**config.mk**
```make
export PLATFORM = sky130hd
export DESIGN_NAME = rr_beats_arbiter_flat
export DESIGN_NICKNAME = d
export VERILOG_FILES = /design/src/rtl/rr_beats_arbiter_if.sv /design/src/rtl/rr_beats_arbiter.sv /design/src/flat_wrapper.sv
export SDC_FILE = /design/constraint.sdc
export NUM_CORES = 1
export LEC_CHECK = 0
export CAP_MARGIN = 40
export CORE_ASPECT_RATIO = 0.7
export CORE_MARGIN = 5
export CORE_UTILIZATION = 28
export CTS_CLUSTER_SIZE = 14
export DETAILED_ROUTE_END_ITERATION = 8
export GPL_ROUTABILITY_DRIVEN = 0
export PLACE_DENSITY = 0.72
export SLEW_MARGIN = 5
export SYNTH_ARGS = -nofsm -noshare
export SYNTH_HDL_FRONTEND = slang
export SYNTH_SLANG_ARGS = --single-unit
```
**constraint.sdc**
```tcl
create_clock -name clk -period 2.73 [get_ports clk]
set_input_delay 0.546 -clock clk [delete_from_list [all_inputs] [get_ports clk]]
set_output_delay 0.546 -clock clk [all_outputs]
set_load 0.05 [all_outputs]
```
**src/rtl/rr_beats_arbiter_if.sv**
```systemverilog
// Bus bundle for rr_beats_arbiter: per-requester valid/ready/data on the input
// side, one registered valid/ready stream on the output side.
// RR_ARB_LOCK_EN adds last_in/last_out for packet-lock mode.
interface rr_beats_arbiter_if #(
    parameter int unsigned DATA_WD = 8,
    parameter int unsigned NUM_REQ = 4,
    parameter int unsigned ID_WD   = 2
);
    logic [NUM_REQ-1:0]         valid_in;
    logic [NUM_REQ*DATA_WD-1:0] data_in;
    logic [NUM_REQ-1:0]         ready_in;
    logic                       valid_out;
    logic [DATA_WD-1:0]         data_out;
    logic [ID_WD-1:0]           id_out;
    logic                       ready_out;
`ifdef RR_ARB_LOCK_EN
    logic [NUM_REQ-1:0]         last_in;
    logic                       last_out;

    // Requesters plus downstream consumer.
    modport master (
        output valid_in, data_in, last_in, ready_out,
        input  ready_in, valid_out, data_out, id_out, last_out
    );

    // Arbiter side.
    modport slave (
        input  valid_in, data_in, last_in, ready_out,
        output ready_in, valid_out, data_out, id_out, last_out
    );
`else
    // Requesters plus downstream consumer.
    modport master (
        output valid_in, data_in, ready_out,
        input  ready_in, valid_out, data_out, id_out
    );

    // Arbiter side.
    modport slave (
        input  valid_in, data_in, ready_out,
        output ready_in, valid_out, data_out, id_out
    );
`endif
endinterface

```
**src/rtl/rr_beats_arbiter.sv**
```systemverilog
// Round-robin N-to-1 arbiter for valid/ready beat streams with a registered
// output stage tagged by source index.
// Optional packet-lock mode under macro RR_ARB_LOCK_EN: the grant is held on
// one requester until a beat with last_in set completes the packet.
module rr_beats_arbiter #(
    parameter int unsigned DATA_WD = 8,
    parameter int unsigned NUM_REQ = 4,
    parameter int unsigned ID_WD   = 2
) (
    input logic              clk,
    input logic              rst_n,
    rr_beats_arbiter_if.slave bus
);

    logic [ID_WD-1:0]   ptr_q, ptr_d;
    logic               valid_q, valid_d;
    logic [DATA_WD-1:0] data_q, data_d;
    logic [ID_WD-1:0]   id_q, id_d;

    logic [NUM_REQ-1:0] eligible;
    logic               gnt_valid;
    logic [ID_WD-1:0]   gnt_idx;
    logic [DATA_WD-1:0] gnt_data;
    logic [NUM_REQ-1:0] ready_vec;
    logic               slot_free;
    logic               in_fire;
    logic               out_fire;

`ifdef RR_ARB_LOCK_EN
    logic               locked_q, locked_d;
    logic [ID_WD-1:0]   lock_id_q, lock_id_d;
    logic               last_q, last_d;
    logic               gnt_last;
`endif

    // (base + off) mod NUM_REQ; both operands are already below NUM_REQ.
    function automatic logic [ID_WD-1:0] wrap_add(logic [ID_WD-1:0] base, int unsigned off);
        int unsigned sum;
        sum = 32'(base) + off;
        if (sum >= NUM_REQ) begin
            sum = sum - NUM_REQ;
        end
        return sum[ID_WD-1:0];
    endfunction

    assign slot_free = !valid_q || bus.ready_out;
    assign out_fire  = valid_q && bus.ready_out;
    assign in_fire   = gnt_valid && slot_free;

`ifdef RR_ARB_LOCK_EN
    // While a packet is in flight only its owner may compete.
    always_comb begin
        eligible = bus.valid_in;
        if (locked_q) begin
            eligible = '0;
            for (int unsigned i = 0; i < NUM_REQ; i++) begin
                if (lock_id_q == ID_WD'(i)) begin
                    eligible[i] = bus.valid_in[i];
                end
            end
        end
    end
`else
    assign eligible = bus.valid_in;
`endif

    // First eligible requester scanning from ptr upward with wrap.
    always_comb begin
        gnt_valid = 1'b0;
        gnt_idx   = '0;
        for (int unsigned k = 0; k < NUM_REQ; k++) begin
            if (!gnt_valid && eligible[wrap_add(ptr_q, k)]) begin
                gnt_valid = 1'b1;
                gnt_idx   = wrap_add(ptr_q, k);
            end
        end
    end

    // Route the granted payload and drive the one-hot ready.
    always_comb begin
        gnt_data  = '0;
        ready_vec = '0;
`ifdef RR_ARB_LOCK_EN
        gnt_last  = 1'b0;
`endif
        for (int unsigned i = 0; i < NUM_REQ; i++) begin
            if (gnt_idx == ID_WD'(i)) begin
                gnt_data     = bus.data_in[i*DATA_WD +: DATA_WD];
                ready_vec[i] = gnt_valid && slot_free;
`ifdef RR_ARB_LOCK_EN
                gnt_last     = bus.last_in[i];
`endif
            end
        end
    end

    // Next state of the output stage, pointer and lock.
    always_comb begin
        valid_d   = valid_q;
        data_d    = data_q;
        id_d      = id_q;
        ptr_d     = ptr_q;
`ifdef RR_ARB_LOCK_EN
        locked_d  = locked_q;
        lock_id_d = lock_id_q;
        last_d    = last_q;
`endif
        if (in_fire) begin
            valid_d = 1'b1;
            data_d  = gnt_data;
            id_d    = gnt_idx;
            ptr_d   = wrap_add(gnt_idx, 32'd1);
`ifdef RR_ARB_LOCK_EN
            last_d  = gnt_last;
            if (!gnt_last) begin
                // Mid-packet: pin the grant and keep the pointer where it was.
                locked_d  = 1'b1;
                lock_id_d = gnt_idx;
                ptr_d     = ptr_q;
            end else begin
                locked_d  = 1'b0;
            end
`endif
        end else if (out_fire) begin
            valid_d = 1'b0;
        end
    end

    // State registers, cleared asynchronously.
    always_ff @(posedge clk or negedge rst_n) begin
        if (!rst_n) begin
            valid_q   <= 1'b0;
            data_q    <= '0;
            id_q      <= '0;
            ptr_q     <= '0;
`ifdef RR_ARB_LOCK_EN
            locked_q  <= 1'b0;
            lock_id_q <= '0;
            last_q    <= 1'b0;
`endif
        end else begin
            valid_q   <= valid_d;
            data_q    <= data_d;
            id_q      <= id_d;
            ptr_q     <= ptr_d;
`ifdef RR_ARB_LOCK_EN
            locked_q  <= locked_d;
            lock_id_q <= lock_id_d;
            last_q    <= last_d;
`endif
        end
    end

    assign bus.ready_in  = ready_vec;
    assign bus.valid_out = valid_q;
    assign bus.data_out  = data_q;
    assign bus.id_out    = id_q;
`ifdef RR_ARB_LOCK_EN
    assign bus.last_out  = last_q;
`endif

endmodule

```
**src/flat_wrapper.sv**
```systemverilog
// flat-port wrapper written by rule: the top's interface ports become plain ports
module rr_beats_arbiter_flat 
#(
    parameter int unsigned DATA_WD = 8,
    parameter int unsigned NUM_REQ = 4,
    parameter int unsigned ID_WD   = 2
)
  (clk, rst_n, bus_valid_in, bus_data_in, bus_ready_out, bus_ready_in, bus_valid_out, bus_data_out, bus_id_out);
  rr_beats_arbiter_if #(.DATA_WD(DATA_WD), .NUM_REQ(NUM_REQ), .ID_WD(ID_WD)) bus_i ();
  input logic clk;
  input logic rst_n;
  input wire logic [$bits(bus_i.valid_in)-1:0] bus_valid_in;
  input wire logic [$bits(bus_i.data_in)-1:0] bus_data_in;
  input wire logic [$bits(bus_i.ready_out)-1:0] bus_ready_out;
  output wire logic [$bits(bus_i.ready_in)-1:0] bus_ready_in;
  output wire logic [$bits(bus_i.valid_out)-1:0] bus_valid_out;
  output wire logic [$bits(bus_i.data_out)-1:0] bus_data_out;
  output wire logic [$bits(bus_i.id_out)-1:0] bus_id_out;
  assign bus_i.valid_in = bus_valid_in;
  assign bus_i.data_in = bus_data_in;
  assign bus_i.ready_out = bus_ready_out;
  assign bus_ready_in = bus_i.ready_in;
  assign bus_valid_out = bus_i.valid_out;
  assign bus_data_out = bus_i.data_out;
  assign bus_id_out = bus_i.id_out;
  rr_beats_arbiter #(.DATA_WD(DATA_WD), .NUM_REQ(NUM_REQ), .ID_WD(ID_WD)) u_core (.clk(clk), .rst_n(rst_n), .bus(bus_i));
endmodule
```
Yosys cells after proc, flatten, opt, wreduce, memory -nomap -nowiden
Cells that the tools add are included.
{"block": "classes", "n_addsub": 9, "eq_ne": 3, "mux": 31, "n_lt_le_gt_ge": 9, "mul": 0, "n_reduce_logical": 12, "shifts": 0, "div_mod_pow": 0, "bitwise": 0}
{"cell": "2-to-1 mux 8 bit", "count": 4}
{"cell": "2-to-1 mux 2 bit", "count": 9}
{"cell": "2-to-1 mux 1 bit", "count": 14}
{"cell": ">= comparator 3 bit (second input constant)", "count": 4}
{"cell": "< comparator 2 x 3 -> 1 bit (second input constant)", "count": 4}
{"cell": "subtractor 2 x 1 -> 2 bit (second input constant)", "count": 5}
{"cell": "binary-select mux 1 bit (select 2 bit)", "count": 4}
{"cell": "adder 2 x 1 -> 3 bit (second input constant)", "count": 2}
{"cell": "adder 2 x 2 -> 3 bit (second input constant)", "count": 2}
{"cell": "logical AND 1 bit", "count": 5}
{"cell": "== test 2 bit (second input constant)", "count": 2}
{"cell": "logical NOT 1 bit", "count": 4}
{"cell": ">= comparator 2 x 3 -> 1 bit (second input constant)", "count": 1}
{"cell": "== test 2 x 1 -> 1 bit (second input constant)", "count": 1}
{"cell": "logical NOT 2 bit", "count": 1}
{"cell": "nonzero test 2 bit", "count": 1}
{"cell": "logical OR 1 bit", "count": 1}
{"block": "totals", "inputBits": 39, "n_memories": 0, "register_bits": 13, "latchBits": 0, "ramBits": 0, "elab_cells": 68, "out_inout_bits": 15, "rom_bits": 0}

Longest topological paths before layout
{"block": "logic_depth", "ltp_word": 19, "depth_mapped": 9}

Least setup slack after synthesis
Ideal clock, no wire load.
{"block": "synth_path", "path_kind": "input to output", "from": "input bus_valid_in[3]", "to": "output bus_ready_in[3]", "arrival_ps": 2262, "required_ps": 2184, "stages": 7, "path_buffers": 2, "setup_slack_ps": -78, "cell_sequence": "nor2b_1 > o21ai_0 > and3_1 > ha_1 > clkbuf_1 > clkbuf_1 > and3_1"}
{"block": "synth_between", "elab_chain_len": 14, "elab_cells_between_ends": 25, "cone_classes": "eq/ne: 1; mux: 17; reduce/logical: 7"}
{"element": "start: declaration", "line": "flat_wrapper.sv:12", "rtl": "input wire logic [$bits(bus_i.valid_in)-1:0] bus_valid_in;"}
{"element": "binary-select mux 1 bit (select 2 bit)", "line": "rr_beats_arbiter.sv:72", "rtl": "if (!gnt_valid && eligible[wrap_add(ptr_q, k)]) begin"}
{"element": "2-to-1 mux 1 bit (implied by the code)", "line": "rr_beats_arbiter.sv:72"}
{"element": "2-to-1 mux 1 bit", "line": "rr_beats_arbiter.sv:72"}
{"element": "logical NOT 1 bit", "line": "rr_beats_arbiter.sv:72"}
{"element": "logical AND 1 bit", "line": "rr_beats_arbiter.sv:72"}
{"element": "2-to-1 mux 1 bit", "line": "rr_beats_arbiter.sv:72"}
{"element": "logical NOT 1 bit", "line": "rr_beats_arbiter.sv:72"}
{"element": "logical AND 1 bit", "line": "rr_beats_arbiter.sv:72"}
{"element": "2-to-1 mux 1 bit", "line": "rr_beats_arbiter.sv:72"}
{"element": "logical NOT 1 bit", "line": "rr_beats_arbiter.sv:72"}
{"element": "logical AND 1 bit", "line": "rr_beats_arbiter.sv:72"}
{"element": "2-to-1 mux 2 bit *", "line": "rr_beats_arbiter.sv:72"}
{"element": "net u_core.gnt_idx[0]", "line": "rr_beats_arbiter.sv:22", "rtl": "logic [ID_WD-1:0] gnt_idx;"}
{"element": "== test 2 bit *", "line": "rr_beats_arbiter.sv:87", "rtl": "if (gnt_idx == ID_WD'(i)) begin"}
{"element": "2-to-1 mux 1 bit *", "line": "rr_beats_arbiter.sv:87"}
{"element": "end: declaration", "line": "flat_wrapper.sv:15", "rtl": "output wire logic [$bits(bus_i.ready_in)-1:0] bus_ready_in;"}
The timed path passes the listed nets; every way through them passes the cells marked *. The select of a mux whose other input is x is not followed.

Worst setup path in the final report
{"block": "layout_path", "from": "input bus_valid_in[0]", "to": "output bus_ready_in[3]"}
The elaborated chain is that of the path after synthesis.

==> reports/qor.csv <==
stage,metric,value,unit
clock_tree,clock root buffer,clkbuf_8,
grt,global-route wire length before repair,5216,µm
grt,vias in the first global route,1113,
clock_tree,CTS H-tree lvls,1,
pwr,Peak VDD IR,0.4031,mV
cells_and_area,Filler cells,336,
critical_path,crit path DAT,2.09,ns
sta,post-route setup TNS,0,ns
grt,GR Util All Layers,14.03,%
logic_synthesis,synthesized area per cell,8.424,µm²
logic_synthesis,sequential area share after synthesis,33.29,%
cells_and_area,Layout Nets,215,
critical_path,critical path required time,2.18,ns
routing,DRC,0,
pwr,total power per unit cell area,856.7,nW/µm²
sta,worst-case clock skew,0.001681,ns
placed_design,Port Buffer Count,53,
cells_and_area,antenna diode count,0,
sta,RSZ-0062 raised after global routing,no,
clock_tree,Clock Latency Late Sink,0.24,ns
sta,pin slew with the least headroom to its limit,0.6243,ns
logic_synthesis,Synth Warn #,0,
critical_path,Worst setup EP type,primary output,
floorplanning,Die H,59.43,µm
cells_and_area,Synth-to-Final Area Change,70.29,%
logic_synthesis,"FF+latch count, synth",13,
routing,initial DRC count,93,
cells_and_area,share of cells above drive strength 1,12.28,%
floorplanning,Die W,80.61,µm
sta,WHS,0.5570,ns
sta,fin crit share,96.59,%
sta,Fmax achieved,379.2,MHz
sta,clock period minus worst slack,2.637,ns
clock_tree,clock tree buffer depth,2,
cells_and_area,final core utilization,48.29,%
critical_path,crit-path max FO,4,
routing,DRT Pass-1 Iters,4,
clock_tree,total CTS buffers,3,
sta,Slew headroom,58.25,%
floorplanning,DIE AREA,4790,µm²
grt,largest net degree at the start of global routing,17,
critical_path,flop2flop setup slack,0.53,ns
routing,post-route ant nets,0,
sta,final setup vio count,0,
cells_and_area,Multi-input gate area,568.0,µm²
grt,GRT busiest layer,met2,
placed_design,dpl cells,216,
job,maxcap violations,0,
floorplanning,num ports,54,
clock_tree,clk sinks,13,
grt,initial antenna violation count,0,
grt,M1 GR Usage,18.56,%
status,status,finished clean,
logic_synthesis,Gate Count Post-Synth,116,
routing,Via Count,1123,
placed_design,dpl hpwl,2590,µm
logic_synthesis,syn nets,159,
critical_path,WS Path Type,primary input to primary output,
clock_tree,TritonCTS clock tree,built,
grt,M2 GR Usage,23.47,%
critical_path,startpoint types,primary input,
sta,Slew Limit Fails,0,
sta,final hold vios,0,
floorplanning,starting density of the core,28.36,%
routing,Vias/cell,5.081,
pwr,Leak,0.7132,nW
clock_tree,"Clk pin slew, worst setup/hold paths",0.06,ns
floorplanning,Rows,18,
cells_and_area,FF+latch area,325.3,µm²
logic_synthesis,Post-Synthesis Cell Area,977.2,µm²
min_path,worst hold path class,flip-flop to flip-flop,
floorplanning,Core Box Area,3446,µm²
logic_synthesis,Yosys cell types,25,
routing,total routed wirelength,3330,µm
cells_and_area,Non-Filler Instances,221,
grt,grt met3 use,1.976,%
routing,wire per inst,15.07,µm
grt,GRT Residual Overflow,0,
cells in the mapped netlist, drive strengths merged:
| cell | n | area [µm²] |
|---|---|---|
| nand2b | 3 | 18.77 |
| nand2 | 9 | 33.78 |
| and3 | 6 | 37.54 |
| dfrtp | 13 | 325.3 |
| ha | 4 | 50.05 |
| a31oi | 9 | 56.30 |
| nand3b | 9 | 67.56 |
| a21boi | 2 | 15.01 |
| a21o | 1 | 7.510 |
| clkbuf | 7 | 26.28 |
| and3b | 1 | 8.760 |
| or4 | 1 | 11.26 |
| a41oi | 1 | 16.27 |
| o21ai | 2 | 10.01 |
| nand3 | 3 | 15.01 |
| nor2b | 1 | 6.260 |
| a41o | 2 | 20.02 |
| inv | 9 | 33.78 |
| a21oi | 18 | 90.09 |
| and2 | 1 | 8.760 |
| buf | 4 | 31.27 |
| a221o | 8 | 80.08 |
| nor2 | 2 | 7.510 |
layer usage:
metal | share of wire, % | up-vias | wire, µm
met1 | 43 | 541 | 1448
met4 | 0.75 | 0 | 25
met5 | 0 | - | 0
li1 | - | 536 | -
met2 | 48 | 44 | 1603
met3 | 7.6 | 2 | 253
worst paths after layout:
path,cells after the start,startpoint,endpoint
min in group asynchronous,1,rst_n,u_core.bus.data_out[7]$_DFFE_PN0N_
worst max register to register,8,u_core.ptr_q[1]$_DFFE_PN0N_,u_core.bus.data_out[0]$_DFFE_PN0N_
worst min register to register,2,u_core.bus.data_out[7]$_DFFE_PN0N_,u_core.bus.data_out[7]$_DFFE_PN0N_
max in group asynchronous,1,rst_n,u_core.ptr_q[1]$_DFFE_PN0N_
worst max-delay path,6,bus_valid_in[0],bus_ready_in[3]
worst min-delay path,2,u_core.bus.data_out[7]$_DFFE_PN0N_,u_core.bus.data_out[7]$_DFFE_PN0N_
power by group:
group / total [mW] / switching (mW) / internal, mW
sequential: 0.316 / 0.0511 / 0.264
combinational: 0.939 / 0.547 / 0.392
clock: 0.171 / 0.0684 / 0.103
total: 1.43 / 0.666 / 0.760
critical path, cell delays in order:
cell,delay [ns]
clkdlybuf4s50_1,0.54
o21ai_0,0.17
and3_1,0.25
ha_1,0.23
and3_2,0.20
buf_12,0.15
cell type report:
| class | instances | share of cell area (%) |
|---|---|---|
| clock buffer | 4 | 2.707 |
| inverter | 9 | 2.030 |
| multi-input combinational | 83 | 34.14 |
| sequential | 13 | 19.55 |
| tap | 50 | 3.759 |
| timing repair buffer | 62 | 37.82 |
sequential cells by signal (all words and copies together), names as in the netlist:
register / flops
u_core.bus.data_out: 8
u_core.bus.id_out: 2
u_core.ptr_q: 2
u_core.bus.valid_out: 1
per-stage QoR:
| step | cell area (µm²) | total power, mW | setup WS, ns |
|---|---|---|---|
| 2_1_floorplan | 978.4 | 0.8961 | 0.03528 |
| 3_3_place_gp | 1602 | 1.221 | -0.03585 |
| 3_5_place_dp | 1602 | 1.243 | -0.1637 |
| 4_1_cts | 1652 | 1.425 | 0.02431 |
| 5_1_grt | 1664 | 1.504 | 0.03025 |
| 6_report | 1664 | 1.426 | 0.09303 |
repair_timing:
item	in CTS	in global routing
setup endpoints to repair	4	4
setup buffers	0	1
endpoints found under the hold margin	0	0
hold buffers	0	0
resized for setup	2	2
pin swaps	0	1
cells in the final DEF, fill, tap and decap left out, drive strengths merged, types with 4 or more instances in the layout:
cell | netlist | final
ha | 4 | 4
clkbuf | 7 | 4
inv | 9 | 9
dfrtp | 13 | 13
and3 | 6 | 6
nand2 | 9 | 9
clkdlybuf4s50 | 0 | 46
a21oi | 18 | 18
buf | 4 | 13
a31oi | 9 | 9
a221o | 8 | 8
nand3b | 9 | 9
logic make-up after synthesis:
| group | synth area share, % |
|---|---|
| compound gates | 30.22 |
| flops | 33.29 |
| simple gates | 22.02 |
| buf+inv | 9.346 |
| fa+ha+maj | 5.122 |
(Power assumes the default switching activity.)
